### src/rtl/adder_port_scheduler_if.sv
`default_nettype none
// ============================================================================
// Module   : adder_port_scheduler_if
// Purpose  : Request/response bundle for the shared 4-bit adder scheduler.
//            The master side presents operands and absorbs results.
//            The slave side (the scheduler) grants requests and returns sums.
// Signals  : req_valid/req_ready   per-port request handshake (bit = port)
//            req_a0/b0/cin0        port 0 operands
//            req_a1/b1/cin1        port 1 operands
//            rsp_valid/rsp_ready   result handshake
//            rsp_id/sum/cout/wide  result payload
// Revision : 1.0  initial release
// ============================================================================
interface adder_port_scheduler_if;
  logic [1:0] req_valid;
  logic [1:0] req_ready;
  logic [7:0] req_a0;
  logic [7:0] req_b0;
  logic       req_cin0;
  logic [7:0] req_a1;
  logic [7:0] req_b1;
  logic       req_cin1;
  logic       rsp_valid;
  logic       rsp_ready;
  logic       rsp_id;
  logic [7:0] rsp_sum;
  logic       rsp_cout;
  logic       rsp_wide;

  modport master (
    output req_valid, req_a0, req_b0, req_cin0, req_a1, req_b1, req_cin1,
    output rsp_ready,
    input  req_ready, rsp_valid, rsp_id, rsp_sum, rsp_cout, rsp_wide
  );

  modport slave (
    input  req_valid, req_a0, req_b0, req_cin0, req_a1, req_b1, req_cin1,
    input  rsp_ready,
    output req_ready, rsp_valid, rsp_id, rsp_sum, rsp_cout, rsp_wide
  );
endinterface
`default_nettype wire

### src/rtl/adder_port_scheduler.sv
`default_nettype none
// ============================================================================
// Module   : adder_port_scheduler
// Purpose  : Time-multiplexes one 4-bit adder slice between two requesters.
//            Nibble-sized operands take one low pass; wider operands take a
//            low pass then a high pass with the carry chained between them.
//            A round-robin arbiter picks the requester; the result is held
//            in DONE until the downstream accepts it.
// Ports    : clk   clock, rising edge
//            rst   asynchronous active-high reset
//            en    gates acceptance of new requests (in-flight work finishes)
//            busy  high whenever the FSM is not IDLE
//            bus   request/response bundle (slave modport)
// Revision : 1.0  initial release
// ============================================================================
module adder_port_scheduler (
  input  wire logic              clk,
  input  wire logic              rst,
  input  wire logic              en,
  output logic                   busy,
  adder_port_scheduler_if.slave  bus
);

  typedef enum logic [1:0] {
    IDLE = 2'd0,
    LOW  = 2'd1,
    HIGH = 2'd2,
    DONE = 2'd3
  } state_t;

  state_t state;
  state_t state_next;

  // Captured request
  logic [7:0] a_q;
  logic [7:0] b_q;
  logic       cin_q;
  logic       id_q;
  logic       small_q;
  logic       last_served;

  // Low-pass partial result, consumed by the high pass
  logic [3:0] lo_q;
  logic       c4_q;

  // Held response payload
  logic [7:0] sum_q;
  logic       cout_q;
  logic       wide_q;

  logic       grant;
  logic [1:0] ready;
  logic       accept;
  logic [7:0] sel_a;
  logic [7:0] sel_b;
  logic       sel_cin;
  logic [4:0] low_add;
  logic [4:0] high_add;

  // Arbitration: a lone requester wins; on contention the port that was
  // not served last wins.
  always_comb begin
    grant = (bus.req_valid == 2'b11) ? ~last_served : bus.req_valid[1];
    ready = 2'b00;
    // rst gating keeps req_ready low for the whole reset pulse, not just
    // after the state register has been forced to IDLE.
    if ((state == IDLE) && en && !rst && (bus.req_valid != 2'b00)) begin
      ready = grant ? 2'b10 : 2'b01;
    end
    accept  = |(bus.req_valid & ready);
    sel_a   = grant ? bus.req_a1   : bus.req_a0;
    sel_b   = grant ? bus.req_b1   : bus.req_b0;
    sel_cin = grant ? bus.req_cin1 : bus.req_cin0;
  end

  // The single shared slice, viewed once per pass
  always_comb begin
    low_add  = {1'b0, a_q[3:0]} + {1'b0, b_q[3:0]} + {4'b0000, cin_q};
    high_add = {1'b0, a_q[7:4]} + {1'b0, b_q[7:4]} + {4'b0000, c4_q};
  end

  always_ff @(posedge clk or posedge rst) begin
    if (rst) begin
      state <= IDLE;
    end else begin
      state <= state_next;
    end
  end

  always_comb begin
    state_next = state;
    busy       = (state != IDLE);
    case (state)
      IDLE:    if (accept) state_next = LOW;
      LOW:     state_next = small_q ? DONE : HIGH;
      HIGH:    state_next = DONE;
      DONE:    if (bus.rsp_ready) state_next = IDLE;
      default: state_next = IDLE;
    endcase
  end

  always_ff @(posedge clk or posedge rst) begin
    if (rst) begin
      a_q         <= 8'h00;
      b_q         <= 8'h00;
      cin_q       <= 1'b0;
      id_q        <= 1'b0;
      small_q     <= 1'b0;
      last_served <= 1'b1;
      lo_q        <= 4'h0;
      c4_q        <= 1'b0;
      sum_q       <= 8'h00;
      cout_q      <= 1'b0;
      wide_q      <= 1'b0;
    end else begin
      if (accept) begin
        a_q         <= sel_a;
        b_q         <= sel_b;
        cin_q       <= sel_cin;
        id_q        <= grant;
        last_served <= grant;
        small_q     <= (sel_a[7:4] == 4'h0) && (sel_b[7:4] == 4'h0);
      end
      if (state == LOW) begin
        lo_q <= low_add[3:0];
        c4_q <= low_add[4];
        if (small_q) begin
          sum_q  <= {4'h0, low_add[3:0]};
          cout_q <= low_add[4];
          wide_q <= 1'b0;
        end
      end
      if (state == HIGH) begin
        sum_q  <= {high_add[3:0], lo_q};
        cout_q <= high_add[4];
        wide_q <= 1'b1;
      end
    end
  end

  assign bus.req_ready = ready;
  assign bus.rsp_valid = (state == DONE);
  assign bus.rsp_id    = id_q;
  assign bus.rsp_sum   = sum_q;
  assign bus.rsp_cout  = cout_q;
  assign bus.rsp_wide  = wide_q;

endmodule
`default_nettype wire

### src/flat_wrapper.sv
// flat-port wrapper written by rule: the top's interface ports become plain ports
module adder_port_scheduler_flat 
  (clk, rst, en, busy, bus_req_valid, bus_req_a0, bus_req_b0, bus_req_cin0, bus_req_a1, bus_req_b1, bus_req_cin1, bus_rsp_ready, bus_req_ready, bus_rsp_valid, bus_rsp_id, bus_rsp_sum, bus_rsp_cout, bus_rsp_wide);
  adder_port_scheduler_if bus_i ();
  input  wire logic clk;
  input  wire logic rst;
  input  wire logic en;
  output logic busy;
  input wire logic [$bits(bus_i.req_valid)-1:0] bus_req_valid;
  input wire logic [$bits(bus_i.req_a0)-1:0] bus_req_a0;
  input wire logic [$bits(bus_i.req_b0)-1:0] bus_req_b0;
  input wire logic [$bits(bus_i.req_cin0)-1:0] bus_req_cin0;
  input wire logic [$bits(bus_i.req_a1)-1:0] bus_req_a1;
  input wire logic [$bits(bus_i.req_b1)-1:0] bus_req_b1;
  input wire logic [$bits(bus_i.req_cin1)-1:0] bus_req_cin1;
  input wire logic [$bits(bus_i.rsp_ready)-1:0] bus_rsp_ready;
  output wire logic [$bits(bus_i.req_ready)-1:0] bus_req_ready;
  output wire logic [$bits(bus_i.rsp_valid)-1:0] bus_rsp_valid;
  output wire logic [$bits(bus_i.rsp_id)-1:0] bus_rsp_id;
  output wire logic [$bits(bus_i.rsp_sum)-1:0] bus_rsp_sum;
  output wire logic [$bits(bus_i.rsp_cout)-1:0] bus_rsp_cout;
  output wire logic [$bits(bus_i.rsp_wide)-1:0] bus_rsp_wide;
  assign bus_i.req_valid = bus_req_valid;
  assign bus_i.req_a0 = bus_req_a0;
  assign bus_i.req_b0 = bus_req_b0;
  assign bus_i.req_cin0 = bus_req_cin0;
  assign bus_i.req_a1 = bus_req_a1;
  assign bus_i.req_b1 = bus_req_b1;
  assign bus_i.req_cin1 = bus_req_cin1;
  assign bus_i.rsp_ready = bus_rsp_ready;
  assign bus_req_ready = bus_i.req_ready;
  assign bus_rsp_valid = bus_i.rsp_valid;
  assign bus_rsp_id = bus_i.rsp_id;
  assign bus_rsp_sum = bus_i.rsp_sum;
  assign bus_rsp_cout = bus_i.rsp_cout;
  assign bus_rsp_wide = bus_i.rsp_wide;
  adder_port_scheduler u_core (.clk(clk), .rst(rst), .en(en), .busy(busy), .bus(bus_i));
endmodule
### config.mk
export PLATFORM = sky130hd
export DESIGN_NAME = adder_port_scheduler_flat
export DESIGN_NICKNAME = d
export VERILOG_FILES = /design/src/rtl/adder_port_scheduler_if.sv /design/src/rtl/adder_port_scheduler.sv /design/src/flat_wrapper.sv
export SDC_FILE = /design/constraint.sdc
export NUM_CORES = 1
export LEC_CHECK = 0
export CAP_MARGIN = 20
export CORE_ASPECT_RATIO = 1.2
export CORE_MARGIN = 8
export CORE_UTILIZATION = 41
export CTS_CLUSTER_DIAMETER = 50
export DETAILED_ROUTE_END_ITERATION = 10
export GPL_ROUTABILITY_DRIVEN = 0
export HOLD_SLACK_MARGIN = 0.02
export PLACE_DENSITY = 0.7
export SLEW_MARGIN = 0
export SYNTH_ARGS = -nofsm -noshare
export SYNTH_HDL_FRONTEND = slang
export SYNTH_SLANG_ARGS = --single-unit
### constraint.sdc
create_clock -name clk -period 3.7 [get_ports clk]
set_input_delay 0.555 -clock clk [delete_from_list [all_inputs] [get_ports clk]]
set_output_delay 0.555 -clock clk [all_outputs]
set_load 0.01 [all_outputs]
Yosys cells after proc, flatten, opt, wreduce, memory -nomap -nowiden --
Cells that the tools add are included.
Operators by class: add/sub/neg operators 4, magnitude comparators 0, div/mod/pow operators 0, multiply operators 0, shifts and indexed selects 0, equal/unequal tests 6, bitwise operators 2, reduce and logical (&&, ||, !) cells 15, multiplexer cells 19
Operator list (number):
- $mux W8 | 5
- $add A4 B4 Y5 | 2
- $add A5 B1 Y5 | 2
- $mux W1 | 9
- $logic_not A4 Y1 | 2
- $mux W2 | 4
- $pmux W2 S4 | 1
- $reduce_bool A2 Y1 | 4
- $eq A2 B2 Y1 const B | 3
- $logic_and A1 B1 Y1 | 4
- $reduce_and A2 Y1 | 2
- $and A2 B2 Y2 | 1
- $eq A2 B1 Y1 const B | 1
- $logic_not A2 Y1 | 1
- $ne A2 B1 Y1 const B | 1
- $ne A2 B2 Y1 const B | 1
- $reduce_or A2 Y1 | 1
- $logic_not A1 Y1 | 1
- $not A1 Y1 | 1
Word-level totals: register bits 37, logic and storage cells 58, bits of input ports 40, RAM bits 0, memories kept 0, ROM bits 0, latch bits 0

Logic depth before layout (Yosys ltp) --
Gate-level depths: netlist (run 1).
depth after elaboration 9, gate-level depth with buffers 7, depth with buffers taken out 7

Least setup slack after synthesis (run 1) --
Ideal clock, no wire load.
path kind register -> register, from reg u_core.c4_q, to reg u_core.cout_q (netlist: u_core.bus.rsp_cout), period minus slack after synthesis 1.915 ns, stages on the path, launching flop included 7, data arrival time 1.794 ns, required time 3.579 ns, path slack 1.785 ns, cell sequence dfrtp_1 fa_1 fa_1 a21o_1 a21oi_1 a21oi_1 a22o_1
On the way: longest elaborated chain between the ends 2
RTL lines:
- start: declaration | line adder_port_scheduler.sv:44 | logic c4_q;
- start signal: assignment | line adder_port_scheduler.sv:126 | c4_q <= low_add[4];
- $add A5 B1 Y5 | line adder_port_scheduler.sv:79 | high_add = {1'b0, a_q[7:4]} + {1'b0, b_q[7:4]} + {4'b0000, c4_q};
- $mux W1 | line adder_port_scheduler.sv:133 | if (state == HIGH) begin
- end signal: assignment | line adder_port_scheduler.sv:129 | cout_q <= low_add[4];
- end signal: assignment | line adder_port_scheduler.sv:135 | cout_q <= high_add[4];
- end: declaration | line adder_port_scheduler.sv:48 | logic cout_q;
Every way passes these cells. A chain may end at the register's enable or synchronous reset.

Worst setup path after layout (run 1) --
from in bus_req_valid[1], to out bus_req_ready[1]
On the way: longest elaborated chain between the ends 4, elaborated cells between the ends (all ways) 6
RTL lines:
- start: declaration | line flat_wrapper.sv:9 | input wire logic [$bits(bus_i.req_valid)-1:0] bus_req_valid;
- $eq A2 B2 Y1 | line adder_port_scheduler.sv:63 | grant = (bus.req_valid == 2'b11) ? ~last_served : bus.req_valid[1];
- $mux W1 | line adder_port_scheduler.sv:63
- $mux W2 | line adder_port_scheduler.sv:68 | ready = grant ? 2'b10 : 2'b01;
- $mux W2 (*) | line adder_port_scheduler.sv:67 | if ((state == IDLE) && en && !rst && (bus.req_valid != 2'b00)) begin
- end: declaration | line flat_wrapper.sv:17 | output wire logic [$bits(bus_i.req_ready)-1:0] bus_req_ready;
Every way passes the cells marked *; elsewhere a longest branch is shown, timed or not.

==> results of run 1 <==
[area by class of cell]
class | instances | area (sq um)
Fill cell | 445 | 2140
Inverter | 9 | 33.8
Timing Repair Buffer | 57 | 583
Tap cell | 60 | 75.1
Clock buffer | 8 | 90.1
Multi-Input combinational cell | 154 | 1020
Sequential cell | 37 | 927
[cell usage after synthesis, drive strengths merged]
master,number
nor2b,2
xor2,1
or3,1
o2bb2ai,9
dfrtp,36
or4,1
a31oi,7
nor2,27
clkbuf,1
dfstp,1
a21boi,1
o32ai,1
xnor2,3
o21ai,8
nand3,4
a211oi,1
o21a,1
ha,11
mux2,4
and3b,1
nand4b,1
nor3,2
nand3b,1
nand2,32
o31ai,2
and3,1
mux2i,2
a22oi,1
inv,9
nor4,2
a21o,3
a21oi,18
a22o,2
buf,7
fa,4
[registers in the layout (all words and copies together), names as in the netlist]
signal	cells
u_core.a_q	8
u_core.b_q	8
u_core.bus.rsp_sum	8
u_core.lo_q	4
u_core.state	2
u_core.bus.rsp_cout	1
u_core.bus.rsp_id	1
u_core.bus.rsp_wide	1
u_core.c4_q	1
u_core.cin_q	1
u_core.last_served	1
u_core.small_q	1
[critical path, cell delays in order]
cell and delay [ps]:
clkdlybuf4s50_1 530, a21boi_2 180, buf_4 190, nand2_1 140, inv_2 190, clkdlybuf4s50_1 570
[final timing paths]
path                                       startpoint                     to  slack [ps]  cells past startpoint
worst max-delay path                 bus_req_valid[1]       bus_req_ready[1]         790                      6
worst min-delay path            u_core.bus.rsp_sum[4]  u_core.bus.rsp_sum[4]         470                      2
worst max register to register            u_core.c4_q    u_core.bus.rsp_cout        1670                      6
worst min register to register  u_core.bus.rsp_sum[4]  u_core.bus.rsp_sum[4]         470                      2
max in group asynchronous                         rst         u_core.small_q        2480                      3
min in group asynchronous                         rst          u_core.b_q[3]         660                      2
[through the flow]
step	utilization, %	cells	total power [W]	cell area (sq um)	setup WS, ps
detailed placement	53.6	316	0.00193	2610	801
global route	56.0	325	0.00241	2730	658
global placement	53.6	316	0.00189	2610	821
floorplan	-	208	0.00156	2030	1780
CTS	55.5	324	0.00222	2700	790
finish	56.0	325	0.00220	2730	790
[layer usage]
| metal | part of all wire [%] | track usage, % | vias up |
|---|---|---|---|
| met4 | 1.5 | 5.32 | 0 |
| met1 | 44 | 16.5 | 760 |
| met5 | 0 | 0 | - |
| met3 | 5.4 | 3.84 | 5 |
| met2 | 49 | 21.1 | 42 |
| li1 | - | - | 837 |
[kinds of logic (layout without fill, tap and decap cells)]
| family | count (synthesis) | in the layout | synth area share [%] |
|---|---|---|---|
| muxes | 6 | 6 | 3.20 |
| buffers and inverters | 17 | 74 | 4.19 |
| xor gates and xnor gates | 4 | 4 | 1.72 |
| and+or+nand+nor | 75 | 75 | 16.2 |
| adders and majority gates | 15 | 15 | 10.7 |
| AOI/OAI and AO/OA | 54 | 54 | 18.4 |
| DFF | 37 | 37 | 45.6 |
[cell usage in the layout, fill, tap and decap left out, types with 2 or more instances in the layout]
master / Yosys / layout
a22o_1: 2 / 2
a21oi_1: 16 / 16
dfrtp_1: 36 / 36
a21o_1: 3 / 3
mux2i_1: 2 / 2
clkbuf_1: 1 / 2
nor4_1: 2 / 2
mux2_2: 3 / 3
ha_1: 11 / 11
nor3_1: 2 / 2
xnor2_1: 3 / 3
o21ai_2: 2 / 2
o2bb2ai_1: 9 / 9
fa_1: 4 / 4
buf_4: 5 / 2
nand3_1: 4 / 4
nor2_1: 26 / 26
nand2_1: 32 / 32
inv_1: 8 / 8
a31oi_1: 7 / 7
clkdlybuf4s50_1: 0 / 54
clkbuf_8: 0 / 6
a21oi_2: 2 / 2
o31ai_1: 2 / 2
nor2b_1: 2 / 2
o21ai_0: 6 / 6
[where the power goes]
group          total (W)  leakage [nW]  switching [W]  internal [W]
clock network   0.000290        0.0455       0.000138      0.000152
logic            0.00116         0.699       0.000570      0.000594
registers       0.000745         0.437       0.000134      0.000611
total            0.00220          1.18       0.000842       0.00136
==> impl_metrics.env, run 1 <==
export IMPL_chipHeight_um=93.1
export IMPL_synthToLayoutAreaGrowth_pct=34.3
export IMPL_slew_headroom_pct=55.6
export IMPL_cts_resized_gates=0
export IMPL_cts_root_buf="clkbuf_8"
export IMPL_clk_path_buf_depth=2
export IMPL_critPathMaxFanout=12
export IMPL_tightest_slew_ps=666
export IMPL_crit_arrival_ps=2350
export IMPL_worstSetupStartpointType="primary input"
export IMPL_portBuffers=54
export IMPL_fp_dieW_um=80.3
export IMPL_worstSetupPathType="primary input to output pin"
export IMPL_num_rows=28
export IMPL_antenna_found_initial=0
export IMPL_yosysTopAreaCell="dfrtp_1"
export IMPL_htree_levels=2
export IMPL_ant_nets=0
export IMPL_tns_ps=0
export IMPL_timing_hold_ws_ps=469
export IMPL_synthTopCellsByArea="dfrtp_1, ha_1, nand2_1, nor2_1, a21oi_1"
export IMPL_hp_class="register to register"
export IMPL_synthesis_area_sq_um=2030
export IMPL_drv_slew=0
export IMPL_synth_avg_cell_area_sq_um=9.77
export IMPL_finalCritPeriodShare_pct=78.6
export IMPL_dr_pass1_iters=4
export IMPL_cp_end_kind="output pin"
export IMPL_p_leak_nw=1.18
export IMPL_ys_seq_area_share_pct=45.6
export IMPL_yosys_register_bits=37
export IMPL_yosysTopAreaCellShare_pct=44.3
export IMPL_status="finished, final reports clean"
export IMPL_grt_pass1_wl_mm=8.02
export IMPL_drt_iter0_markers=46
export IMPL_grt_use_total_pct=13.3
export IMPL_initial_utilization_pct=41.7
export IMPL_tritoncts="yes"
export IMPL_antennaDiodeCount=0
export IMPL_min_period_ps=2910
export IMPL_final_nets=319
export IMPL_grt_pass1_vias=1744
export IMPL_cts_hold_buf=0
export IMPL_ios=55
export IMPL_die_area_sq_um=7470
export IMPL_syn_inst=208
export IMPL_grt_max_degree=29
export IMPL_finalSetupViolCount=0
export IMPL_fmax_mhz=344
export IMPL_ir_drop_v=0.000342
export IMPL_clock_sinks=37
export IMPL_post_drt_wl_per_cell_um=14.0
export IMPL_wl_mm=4.56
export IMPL_postCtsSetupBuffers=0
export IMPL_clk_latency_ps=290
export IMPL_finClkSkew_ps=6.19
export IMPL_via_per_inst=5.06
export IMPL_overflow=0
export IMPL_detail_route_drc_violations=0
export IMPL_hold_viol=0
export IMPL_syn_nets=263
export IMPL_p_per_area_nw_per_um2=806
export IMPL_num_vias=1644
export IMPL_drive_gt1_share_pct=7.92
export IMPL_cts_made_buffers=5
export IMPL_yosysWarningCount=0
export IMPL_crit_required_ps=3140
export IMPL_core_sq_um=4870
export IMPL_rsz0062_at_grt="no"
export IMPL_dpl_hpwl_mm=3.62
export IMPL_drv_cap=0
export IMPL_ys_types=41
export IMPL_clk_pin_slew_ps=70
Power figures use the tool's default switching activity.
==> inputs of run 2 (changes only) <==
--- a/config.mk
+++ b/config.mk
@@ -13,7 +13,7 @@
 export DETAILED_ROUTE_END_ITERATION = 10
 export GPL_ROUTABILITY_DRIVEN = 0
 export HOLD_SLACK_MARGIN = 0.02
-export PLACE_DENSITY = 0.7
+export PLACE_DENSITY = 0.72
 export SLEW_MARGIN = 0
 export SYNTH_ARGS = -nofsm -noshare
 export SYNTH_HDL_FRONTEND = slang
==> constraint.sdc (replaced) <==
create_clock -name clk -period 2.5 [get_ports clk]
set_input_delay 0.375 -clock clk [delete_from_list [all_inputs] [get_ports clk]]
set_output_delay 0.375 -clock clk [all_outputs]
set_load 0.01 [all_outputs]
==> impl_metrics.env, run 2 (synthesis gave the netlist of run 1 again) <==
export IMPL_status="finished, final reports clean"
export IMPL_crit_required_ps=2120
export IMPL_design_area_sq_um=2740
export IMPL_crit_arrival_ps=1990
export IMPL_grt_pass1_vias=1785
export IMPL_drv_slew=0
export IMPL_critPathMaxFanout=5
export IMPL_route_met3_wl_um=186
export IMPL_wl_met2_mm=2.60
export IMPL_cts_hold_buf=0
export IMPL_p_leak_nw=1.19
export IMPL_cp_end_kind="output pin"
export IMPL_tritoncts="yes"
export IMPL_finalCritPeriodShare_pct=94.7
export IMPL_tightest_slew_ps=657
export IMPL_clk_path_buf_depth=2
export IMPL_detail_route_drc_violations=0
export IMPL_fin_util_pct=56.3
export IMPL_final_nets=321
export IMPL_finClkSkew_ps=5.50
export IMPL_worstSetupStartpointType="register"
export IMPL_drive_gt1_share_pct=10.5
export IMPL_hold_viol=0
export IMPL_power_internal_w=0.00205
export IMPL_layout_commonest_cell="clkdlybuf4s50_1"
export IMPL_clock_sinks=37
export IMPL_htree_levels=2
export IMPL_num_vias=1681
export IMPL_overflow=0
export IMPL_fillers=455
export IMPL_antenna_found_initial=0
export IMPL_post_drt_wl_per_cell_um=14.8
export IMPL_cts_root_buf="clkbuf_8"
export IMPL_rsz0062_at_grt="no"
export IMPL_grt_max_degree=38
export IMPL_num_rows=28
export IMPL_initial_utilization_pct=41.7
export IMPL_fmax_mhz=422
export IMPL_postCtsSetupBuffers=0
export IMPL_wl_met1_mm=1.99
export IMPL_pwr_share_seq_pct=32.8
export IMPL_fp_dieW_um=80.3
export IMPL_hp_class="register to register"
export IMPL_via_per_inst=5.14
export IMPL_pwr_share_comb_pct=53.5
export IMPL_placedInstanceArea_sq_um=2630
export IMPL_dpl_hpwl_mm=3.78
export IMPL_clk_pin_slew_ps=70
export IMPL_finalSetupViolCount=0
export IMPL_die_area_sq_um=7470
export IMPL_slew_headroom_pct=56.2
export IMPL_pwr_share_clk_pct=13.7
export IMPL_drv_cap=0
export IMPL_synthToLayoutAreaGrowth_pct=34.9
export IMPL_core_sq_um=4870
export IMPL_p_per_area_nw_per_um2=1220
export IMPL_portBuffers=54
export IMPL_min_period_ps=2370
export IMPL_ir_drop_v=0.000548
export IMPL_grt_pass1_wl_mm=8.09
export IMPL_p_sw_share_pct=38.8
export IMPL_drt_iter0_markers=63
export IMPL_ios=55
export IMPL_final_cell_mix="clkdlybuf4s50_1, dfrtp_1, nand2_1"
export IMPL_tns_ps=0
export IMPL_cts_made_buffers=5
export IMPL_wl_mm=4.84
export IMPL_antennaDiodeCount=0
export IMPL_clk_latency_ps=290
export IMPL_dr_pass1_iters=4
export IMPL_worstSetupPathType="register to output pin"
export IMPL_highest_layer="met4"
export IMPL_chipHeight_um=93.1
export IMPL_grt_use_total_pct=13.6
export IMPL_ant_nets=0
export IMPL_netSwitchingPower_w=0.00130
## run 2: changes by cell type in the layout (fill, tap and decap cells not counted), sizes merged
| cell | change |
|---|---|
| buf | +2 |
| clkinv | +1 |
| clkbuf | -1 |
## run 2: power by group through the flow
stage	clock network [W]	logic, W	registers, W
global route	0.000494	0.00201	0.00114
finish	0.000459	0.00179	0.00110
floorplan	0	0.00120	0.00111
detailed placement	0	0.00179	0.00111
CTS	0.000470	0.00180	0.00110
global placement	0	0.00172	0.00110
## run 2: stage by stage
| stage | total power [W] | std cells | setup slack, ps | hold WS [ps] |
|---|---|---|---|---|
| after floorplan | 0.00231 | 208 | 585 | 454 |
| after global placement | 0.00281 | 319 | 216 | 451 |
| after detailed placement | 0.00290 | 319 | 190 | 456 |
| after CTS | 0.00337 | 327 | 4.14 | 473 |
| after global routing | 0.00364 | 327 | 33.6 | 499 |
| final | 0.00335 | 327 | 131 | 466 |
## run 2: layout make-up
type	instances	area, sq um	share of cell area [%]
multi-input combinational	154	1020	37.4
inverter	9	33.8	1.23
timing repair buffer	59	578	21.1
clock inverter	1	5.00	0.183
clock buffer	7	96.3	3.52
sequential	37	927	33.8
tap	60	75.1	2.74
## run 2: timing repair
action / in CTS / in global routing
setup endpoints to repair: 0 / 2
endpoints found under the hold margin: 0 / 0
gates resized for setup: 0 / 3
## run 2: final timing paths
check,slack [ps],start,cells after the start,end
setup / recovery,130,u_core.state[1],6,bus_req_ready[1]
hold / removal,470,u_core.bus.rsp_sum[4],2,u_core.bus.rsp_sum[4]
setup reg to reg,420,u_core.c4_q,6,u_core.bus.rsp_cout
hold reg to reg,470,u_core.bus.rsp_sum[4],2,u_core.bus.rsp_sum[4]
max in group asynchronous,1610,rst,3,u_core.last_served
min in group asynchronous,540,rst,3,u_core.state[0]
## run 2: routing by layer
layer,vias to the layer above,track usage (%)
li1,838,-
met1,801,15.3
met2,37,24.4
met3,5,2.88
met4,0,4.86
met5,-,0
## run 2: critical path, cell delays in order (launching register included)
cell             delay, ps
dfrtp_1                430
inv_1                  120
ha_2                   220
and3b_1                220
nand2_2                110
inv_2                   80
clkdlybuf4s50_1        540
==> inputs of run 3 (changes only) <==
--- a/config.mk
+++ b/config.mk
@@ -11,8 +11,8 @@
 export CORE_UTILIZATION = 41
 export CTS_CLUSTER_DIAMETER = 50
 export DETAILED_ROUTE_END_ITERATION = 10
-export GPL_ROUTABILITY_DRIVEN = 0
 export HOLD_SLACK_MARGIN = 0.02
+export MAX_ROUTING_LAYER = met4
 export PLACE_DENSITY = 0.72
 export SLEW_MARGIN = 0
 export SYNTH_ARGS = -nofsm -noshare
==> impl_metrics.env, run 3 (synthesis gave the netlist of run 1 again) <==
export IMPL_drt_iter0_markers=63
export IMPL_use_met3_pct=2.88
export IMPL_p_per_area_nw_per_um2=1220
export IMPL_hold_viol=0
export IMPL_pre_cts_ws_ps=190
export IMPL_htree_levels=2
export IMPL_antennaDiodeCount=0
export IMPL_finalSetupViolCount=0
export IMPL_postCtsSetupBuffers=0
export IMPL_multi_input_area_sq_um=1020
export IMPL_num_vias=1685
export IMPL_grt_use_total_pct=14.1
export IMPL_cts_hold_buf=0
export IMPL_via_per_inst=5.15
export IMPL_status="finished, final reports clean"
export IMPL_antenna_found_initial=0
export IMPL_portBuffers=54
export IMPL_hp_class="register to register"
export IMPL_post_drt_wl_per_cell_um=14.8
export IMPL_tns_ps=0
export IMPL_wl_mm=4.83
export IMPL_grt_pass1_vias=1774
export IMPL_ios=55
export IMPL_drv_slew=0
export IMPL_chipHeight_um=93.1
export IMPL_dpl_hpwl_mm=3.78
export IMPL_tightest_slew_ps=652
export IMPL_fillers=455
export IMPL_final_cell_mix="clkdlybuf4s50_1, dfrtp_1, nand2_1"
export IMPL_fmax_mhz=423
export IMPL_ant_nets=0
export IMPL_grt_max_degree=38
export IMPL_cts_resized_gates=0
export IMPL_top_usage_layer="met2"
export IMPL_grt_pass1_wl_mm=8.12
export IMPL_fin_util_pct=56.3
export IMPL_crit_required_ps=2120
export IMPL_layout_commonest_cell="clkdlybuf4s50_1"
export IMPL_tritoncts="yes"
export IMPL_min_period_ps=2370
export IMPL_cts_root_buf="clkbuf_8"
export IMPL_crit_chain="inv_1 > ha_2 > and3b_1 > nand2_2 > inv_2 > clkdlybuf4s50_1"
export IMPL_crit_arrival_ps=1990
export IMPL_die_area_sq_um=7470
export IMPL_dr_pass1_iters=4
export IMPL_final_nets=321
export IMPL_overflow=0
export IMPL_worstSetupPathType="register to output pin"
export IMPL_slew_headroom_pct=56.5
export IMPL_met2_usage_pct=24.4
export IMPL_place_gp_congestion=0.720
export IMPL_finClkSkew_ps=5.10
export IMPL_p_leak_nw=1.19
export IMPL_synthToLayoutAreaGrowth_pct=34.9
export IMPL_slowest_delay_ps=540
export IMPL_clock_sinks=37
export IMPL_use_met1_pct=15.5
export IMPL_initial_utilization_pct=41.7
export IMPL_cp_slowest_cell="clkdlybuf4s50_1"
export IMPL_drive_gt1_share_pct=10.5
export IMPL_ir_drop_v=0.000546
export IMPL_cp_end_kind="output pin"
export IMPL_detail_route_drc_violations=0
export IMPL_num_rows=28
export IMPL_worstSetupStartpointType="register"
export IMPL_finalCritPeriodShare_pct=94.7
export IMPL_critPathMaxFanout=5
export IMPL_core_sq_um=4870
export IMPL_rsz0062_at_grt="no"
export IMPL_cts_made_buffers=5
export IMPL_clk_latency_ps=290
export IMPL_drv_cap=0
export IMPL_fp_dieW_um=80.3
export IMPL_worst_slack_ps=134
export IMPL_clk_path_buf_depth=2
export IMPL_regArea_sq_um=927
export IMPL_power_w=0.00334
export IMPL_clk_pin_slew_ps=70
==> run 3: cell counts in the layout (fill, tap and decap cells not counted) <==
No cell type changed its count.
==> run 3: path summary, 6_finish.rpt <==
kind                                         end                  start  depth (start not counted)  slack (ps)
min in group asynchronous        u_core.state[0]                    rst                          3         540
setup / recovery                bus_req_ready[1]        u_core.state[1]                          6         130
setup reg to reg             u_core.bus.rsp_cout            u_core.c4_q                          6         410
hold / removal             u_core.bus.rsp_sum[5]  u_core.bus.rsp_sum[5]                          2         470
max in group asynchronous     u_core.last_served                    rst                          3        1610
hold reg to reg            u_core.bus.rsp_sum[5]  u_core.bus.rsp_sum[5]                          2         470
==> run 3: where the power goes <==
part | switching, W | leakage (nW) | internal (W)
Sequential | 0.000195 | 0.437 | 0.000903
Combinational | 0.000892 | 0.699 | 0.000895
Clock | 0.000210 | 0.0542 | 0.000249
==> run 3: layer usage <==
layer | vias up | part of all wire (%)
li1 | 838 | -
met1 | 806 | 41
met2 | 36 | 54
met3 | 5 | 4.1
met4 | 0 | 1.3
met5 | - | 0
==> run 3: worst max-delay path, delay by kind of cell (launching register included) <==
| family | cells | cell delay, ps |
|---|---|---|
| buf+inv | 3 | 730 |
| fa+ha+maj | 1 | 220 |
| simple gates | 2 | 330 |
| flops | 1 | 430 |
==> run 3: final cells by class <==
| class | instances | area share [%] |
|---|---|---|
| clock inverters | 1 | 0.183 |
| inverters | 9 | 1.23 |
| multi-input cells | 154 | 37.4 |
| well taps | 60 | 2.74 |
| clock buffers | 7 | 3.52 |
| flip-flops and latches | 37 | 33.8 |
| repair buffers | 59 | 21.1 |
==> run 3: metrics by stage <==
stage	hold WS, ps	area (sq um)	instances
after floorplan	454	2030	208
after global placement	451	2630	319
after detailed placement	456	2630	319
after CTS	473	2740	327
after global routing	499	2740	327
final	466	2740	327
